===== config.mk =====
export PLATFORM = sky130hd
export DESIGN_NAME = pc_fetch_unit
export DESIGN_NICKNAME = d
export VERILOG_FILES = /design/src/rtl/pc_fetch_unit.sv
export SDC_FILE = /design/constraint.sdc
export NUM_CORES = 1
export LEC_CHECK = 0
export CAP_MARGIN = 20
export CORE_MARGIN = 3
export CORE_UTILIZATION = 46
export CTS_BUF_LIST = sky130_fd_sc_hd__clkbuf_4 sky130_fd_sc_hd__clkbuf_8
export DETAILED_ROUTE_END_ITERATION = 12
export GPL_TIMING_DRIVEN = 0
export PLACE_DENSITY = 0.76
export SLEW_MARGIN = 20
export SYNTH_ARGS = -nofsm -noshare
export SYNTH_HDL_FRONTEND = slang
export SYNTH_SLANG_ARGS = --single-unit

===== constraint.sdc =====
create_clock -name clk -period 2.5 [get_ports clk]
set_input_delay 0.375 -clock clk [delete_from_list [all_inputs] [get_ports clk]]
set_output_delay 0.375 -clock clk [all_outputs]
set_load 0.01 [all_outputs]

===== src/rtl/pc_fetch_unit.sv =====
// Instruction-fetch stage: owns the PC, addresses the async instruction ROM and fills IF/ID.
// Optional halt-on-zero-word detector enabled by defining HALT_ON_ZERO_EN.
module pc_fetch_unit #(
  parameter int unsigned ADDRESS_WIDTH = 8,
  parameter int unsigned DATA_WIDTH    = 32,
  parameter int unsigned PC_WIDTH      = 32,
  parameter logic [PC_WIDTH-1:0] RESET_PC = 32'h0000_0000
) (
  input  logic                     clk,
  input  logic                     rst_n,
  input  logic                     stall,
  input  logic                     flush,
  input  logic [1:0]               pc_src,
  input  logic [PC_WIDTH-1:0]      imm_ext,
  input  logic [PC_WIDTH-1:0]      alu_result,
  output logic [ADDRESS_WIDTH-1:0] A,
  input  logic [DATA_WIDTH-1:0]    RD,
  output logic [PC_WIDTH-1:0]      pc_d,
  output logic [PC_WIDTH-1:0]      pc_plus4_d,
  output logic [DATA_WIDTH-1:0]    instr_d,
  output logic                     valid_d,
  output logic                     halted
);

  typedef enum logic [1:0] {BOOT, RUN, HALT} state_t;

  localparam logic [DATA_WIDTH-1:0] BUBBLE = DATA_WIDTH'(32'h0000_0013);
  localparam logic [PC_WIDTH-1:0]   FOUR   = PC_WIDTH'(4);

  state_t                  state, state_next;
  logic [PC_WIDTH-1:0]     pc, pc_next;
  logic [PC_WIDTH-1:0]     pc_d_next, pc_plus4_next;
  logic [DATA_WIDTH-1:0]   instr_next;
  logic                    valid_next;
  logic                    redirect;
  logic [PC_WIDTH-1:0]     target;
  logic                    zero_word;

  assign A        = pc[ADDRESS_WIDTH+1:2];
  assign redirect = (pc_src == 2'b01) || (pc_src == 2'b10);
  // JALR clears only bit 0; a misaligned bit 1 is left for downstream to trap.
  assign target   = (pc_src == 2'b01) ? (pc_d + imm_ext) : (alu_result & ~PC_WIDTH'(1));

`ifdef HALT_ON_ZERO_EN
  assign zero_word = (RD == '0);
  assign halted    = (state == HALT);
`else
  assign zero_word = 1'b0;
  assign halted    = 1'b0;
`endif

  always_ff @(posedge clk or negedge rst_n) begin
    if (!rst_n) begin
      state      <= BOOT;
      pc         <= RESET_PC;
      pc_d       <= RESET_PC;
      pc_plus4_d <= RESET_PC + FOUR;
      instr_d    <= BUBBLE;
      valid_d    <= 1'b0;
    end else begin
      state      <= state_next;
      pc         <= pc_next;
      pc_d       <= pc_d_next;
      pc_plus4_d <= pc_plus4_next;
      instr_d    <= instr_next;
      valid_d    <= valid_next;
    end
  end

  // A bubble only replaces the instruction and valid bit; pc_d/pc_plus4_d keep their values.
  always_comb begin
    state_next    = state;
    pc_next       = pc;
    pc_d_next     = pc_d;
    pc_plus4_next = pc_plus4_d;
    instr_next    = instr_d;
    valid_next    = valid_d;
    case (state)
      BOOT: begin
        instr_next = BUBBLE;
        valid_next = 1'b0;
        state_next = RUN;
      end
      RUN: begin
        if (redirect) begin
          pc_next    = target;
          instr_next = BUBBLE;
          valid_next = 1'b0;
        end else if (stall) begin
          if (flush) begin
            instr_next = BUBBLE;
            valid_next = 1'b0;
          end
        end else if (pc_src == 2'b11) begin
          instr_next = BUBBLE;
          valid_next = 1'b0;
        end else if (zero_word) begin
          instr_next = BUBBLE;
          valid_next = 1'b0;
          state_next = HALT;
        end else begin
          pc_next = pc + FOUR;
          if (flush) begin
            instr_next = BUBBLE;
            valid_next = 1'b0;
          end else begin
            instr_next    = RD;
            valid_next    = 1'b1;
            pc_d_next     = pc;
            pc_plus4_next = pc + FOUR;
          end
        end
      end
      HALT: begin
        instr_next = BUBBLE;
        valid_next = 1'b0;
        if (redirect) begin
          pc_next    = target;
          state_next = RUN;
        end
      end
      default: state_next = BOOT;
    endcase
  end

endmodule


==> impl_metrics.json <==
{
  "status": "finished, violations left",
  "failed_checks": "setup timing",
  "placement.io_buffers": 205,
  "layout.cells.most_common": "sky130_fd_sc_hd__clkdlybuf4s50_1",
  "achievable-frequency_ghz": 0.391,
  "pwr_dens_mw_per_mm2": 830,
  "synth-edff-count": 0,
  "period_minus_slack_ps": 2560,
  "clock-skew-final_ps": 13.3,
  "post_drt_wl_per_cell_um": 19.4,
  "setup_viol": 4,
  "slew-limit-headroom_pct": 56.2,
  "hp-class": "in2async",
  "num_rows": 47,
  "leading_cell_types_by_total_area_after_synthesis": "sky130_fd_sc_hd__dfrtp_1, sky130_fd_sc_hd__ha_1, sky130_fd_sc_hd__a21oi_1, sky130_fd_sc_hd__mux2_2, sky130_fd_sc_hd__nor2_1",
  "synth.ff_latch_count": 128,
  "drt-vias-per-instance": 5.76,
  "worstRegToRegCells": 9,
  "first_drt_pass_iteration_count": 5,
  "cts_num_sinks": 128,
  "antenna_violations_before_repair": 0,
  "netlist_instances": 862,
  "final_layout_size_suffix_gt1_share_pct": 16.8,
  "grt_pass1_wl_um": 39000,
  "detailed_place_hpwl_um": 19500,
  "io_pins": 208,
  "post_synthesis_instance_area_mm2": 0.00807,
  "tritoncts.num_buffers": 17,
  "die-height_um": 138,
  "hold_viol": 0,
  "tritoncts": "yes",
  "worst-setup-path-type": "reg2reg",
  "detail_route.iter0.violations": 705,
  "final_nets": 1231,
  "worst_pin_slew_ps": 657,
  "crit_path_start_kind": "flip-flop",
  "clock_tree.root_cell": "sky130_fd_sc_hd__clkbuf_8",
  "ys_types": 75,
  "peakVddDrop_mv": 0.378,
  "timing.critical_path.from": "pc_d[0]",
  "grt_pass1_vias": 7280,
  "die_w_um": 138,
  "synth_flop_cell": "sky130_fd_sc_hd__dfrtp_1",
  "yosysTopAreaCellShare_pct": 38.5,
  "tns_ps": -165,
  "grt_start_max_net_pins": 70,
  "r2r_slack_ps": -60,
  "post-place-cells": 1288,
  "avgSynthCellArea_um2": 9.36,
  "initial_utilization_pct": 47.8,
  "critPathRequiredTime_ps": 2830,
  "cellLeakagePower_nw": 4.70,
  "synth_largest_area_cell": "sky130_fd_sc_hd__dfrtp_1",
  "endpoint_of_the_worst_register_to_register_path": "pc[22]",
  "post-layout-total-power_mw": 9.26,
  "critical_path.max_stage_delay_ps": 380,
  "grt_remaining_overflow": 0,
  "dieArea_mm2": 0.0192,
  "placedInstanceArea_mm2": 0.0104,
  "hold_ws_ps": 445,
  "slew_viol_final": 0,
  "gp_routability_congestion": 0.893,
  "timing_endpoint_of_the_critical_path": "pc[22]",
  "yosysSeqAreaShare_pct": 39.8,
  "layout.cells.most_common_list": "sky130_fd_sc_hd__clkdlybuf4s50_1, sky130_fd_sc_hd__dfrtp_1, sky130_fd_sc_hd__a21oi_1",
  "num_vias": 7634,
  "regToRegStartpoint": "pc_d[0]",
  "max-cap-violations": 0,
  "layout_worst_path_cycle_share_pct": 102,
  "setup_ws_ps": -58.3,
  "post-route-drc-count": 0,
  "clk_pin_slew_worst_paths_ps": 70,
  "cp_data_arrival_time_ps": 2890,
  "post-route-cell-area_mm2": 0.0111,
  "multiInputGateArea_mm2": 0.00472,
  "post_layout_nonfiller_instances": 1325,
  "clockBufferDepth": 2,
  "worstPathMaxFanout": 4,
  "synth.net_count": 1001,
  "timing.critical_path.slowest_stage_cell": "sky130_fd_sc_hd__dfrtp_1",
  "crit_path_end_kind": "flip-flop",
  "antenna-diode-count": 0,
  "rsz0062_at_grt": "true",
  "timing.critical_path.cells": "ha_2 -> fa_2 -> a21o_1 -> a311o_1 -> and2_4 -> a211oi_4 -> o21a_1 -> xor2_1 -> a21oi_1",
  "layout.filler_cells": 1441,
  "detail-route-antenna-nets": 0,
  "grtUsageTotal_pct": 25.7,
  "synth_async_sr_flop_share_pct": 100,
  "yosysWarningCount": 0,
  "register_area_mm2": 0.00321,
  "route.final.wire_length_um": 25600,
  "clock_latency_ps": 450,
  "core-area_mm2": 0.0169,
  "area_growth_syn_to_layout_pct": 38.2,
  "clock_tree.htree_level_count": 4
}
[state kept, by name, summed over array words and instances (netlist names)]
signal and cells:
state 1, pc_plus4_d 30, instr_d 32, pc_d 32
valid_d 1, pc 32
[where the power goes]
part | switching (mW) | total [mW] | leakage (nW) | internal (mW)
clock | 0.806 | 1.90 | 0.220 | 1.09
combinational | 2.25 | 4.40 | 2.88 | 2.15
sequential | 0.428 | 2.96 | 1.60 | 2.53
total | 3.48 | 9.26 | 4.70 | 5.78
[worst min path at each step]
stage / start / to / slack, ps / cells past startpoint
floorplan: rst_n / instr_d[10] / 80 / 0
global placement: pc_plus4_d[2] / pc_plus4_d[2] / 450 / 2
detailed placement: rst_n / instr_d[25] / 340 / 1
CTS: rst_n / instr_d[25] / 450 / 2
global route: rst_n / instr_d[28] / 470 / 2
finish: rst_n / instr_d[25] / 450 / 2
[cells in the mapped netlist (6+ instances only)]
master                       n
sky130_fd_sc_hd__mux2_2     37
sky130_fd_sc_hd__nor2_1     76
sky130_fd_sc_hd__and2_1      7
sky130_fd_sc_hd__xnor2_1    26
sky130_fd_sc_hd__buf_2      15
sky130_fd_sc_hd__o21ai_0    35
sky130_fd_sc_hd__and3_1     16
sky130_fd_sc_hd__xor2_1     20
sky130_fd_sc_hd__ha_1       36
sky130_fd_sc_hd__a21o_1     14
sky130_fd_sc_hd__a22o_1     29
sky130_fd_sc_hd__buf_1       7
sky130_fd_sc_hd__mux2i_1    13
sky130_fd_sc_hd__o21a_1     16
sky130_fd_sc_hd__o22ai_1    14
sky130_fd_sc_hd__nand2_1    69
sky130_fd_sc_hd__dfrtp_1   124
sky130_fd_sc_hd__or3_1       6
sky130_fd_sc_hd__nor3_1     18
sky130_fd_sc_hd__o31ai_1     7
sky130_fd_sc_hd__buf_4      12
sky130_fd_sc_hd__nand3_1    21
sky130_fd_sc_hd__a21oi_1    88
sky130_fd_sc_hd__inv_1      12
sky130_fd_sc_hd__clkbuf_1   27
sky130_fd_sc_hd__a211oi_1    8
sky130_fd_sc_hd__nand4_1    14
[stage by stage]
step / setup slack (ps) / utilization (%)
CTS: -89.5 / 65.1
floorplan: 20.2 / -
global route: -167 / 66.1
global placement: -3980 / 61.6
finish: -58.3 / 66.1
detailed placement: -994 / 61.8
[timing repair]
item	CTS	global route
hold buffers	1	0
cloned	0	0
buffers inserted	4	5
setup endpoints to repair	60	34
gates resized for setup	25	38
endpoints found under the hold margin	56	0
pin swaps	8	9
[cell type report]
| class | count | area share [%] |
|---|---|---|
| repair buffers | 216 | 19.4 |
| well taps | 220 | 2.47 |
| clock buffers | 27 | 3.11 |
| inverters | 13 | 0.438 |
| clock inverters | 5 | 0.696 |
| multi-input cells | 656 | 42.3 |
| plain buffers | 60 | 2.78 |
| flip-flops and latches | 128 | 28.8 |
[routing by layer]
metal  wire [um]  GRT usage (%)  up-vias  share of wire (%)
met5           0              0        -                  0
met4         385           7.12        0                1.5
met3        2550           7.35       33                9.9
met2       12000           41.1      371                 47
met1       10700           34.3     3625                 42
li1            -              -     3605                  -
[cell families (layout without fill, tap and decap cells)]
logic type | Yosys count | in the layout | synth area share, %
and+or+nand+nor | 263 | 263 | 16.6
AOI/OAI and AO/OA | 253 | 253 | 20.7
DFF | 128 | 128 | 39.8
buffers and inverters | 78 | 321 | 4.48
muxes | 55 | 55 | 7.52
xor gates and xnor gates | 46 | 46 | 4.99
adders and majority gates | 37 | 37 | 5.83
other | 2 | 2 | 0.0931
[worst max-delay path: cells and delay by family, from the launching register on]
kind | cells | cell delay, ps
DFF | 1 | 380
and+or+nand+nor | 1 | 180
xor gates and xnor gates | 1 | 210
adders and majority gates | 2 | 550
AOI/OAI and AO/OA | 5 | 1130
Note: power is estimated with default switching activity, not from simulation.
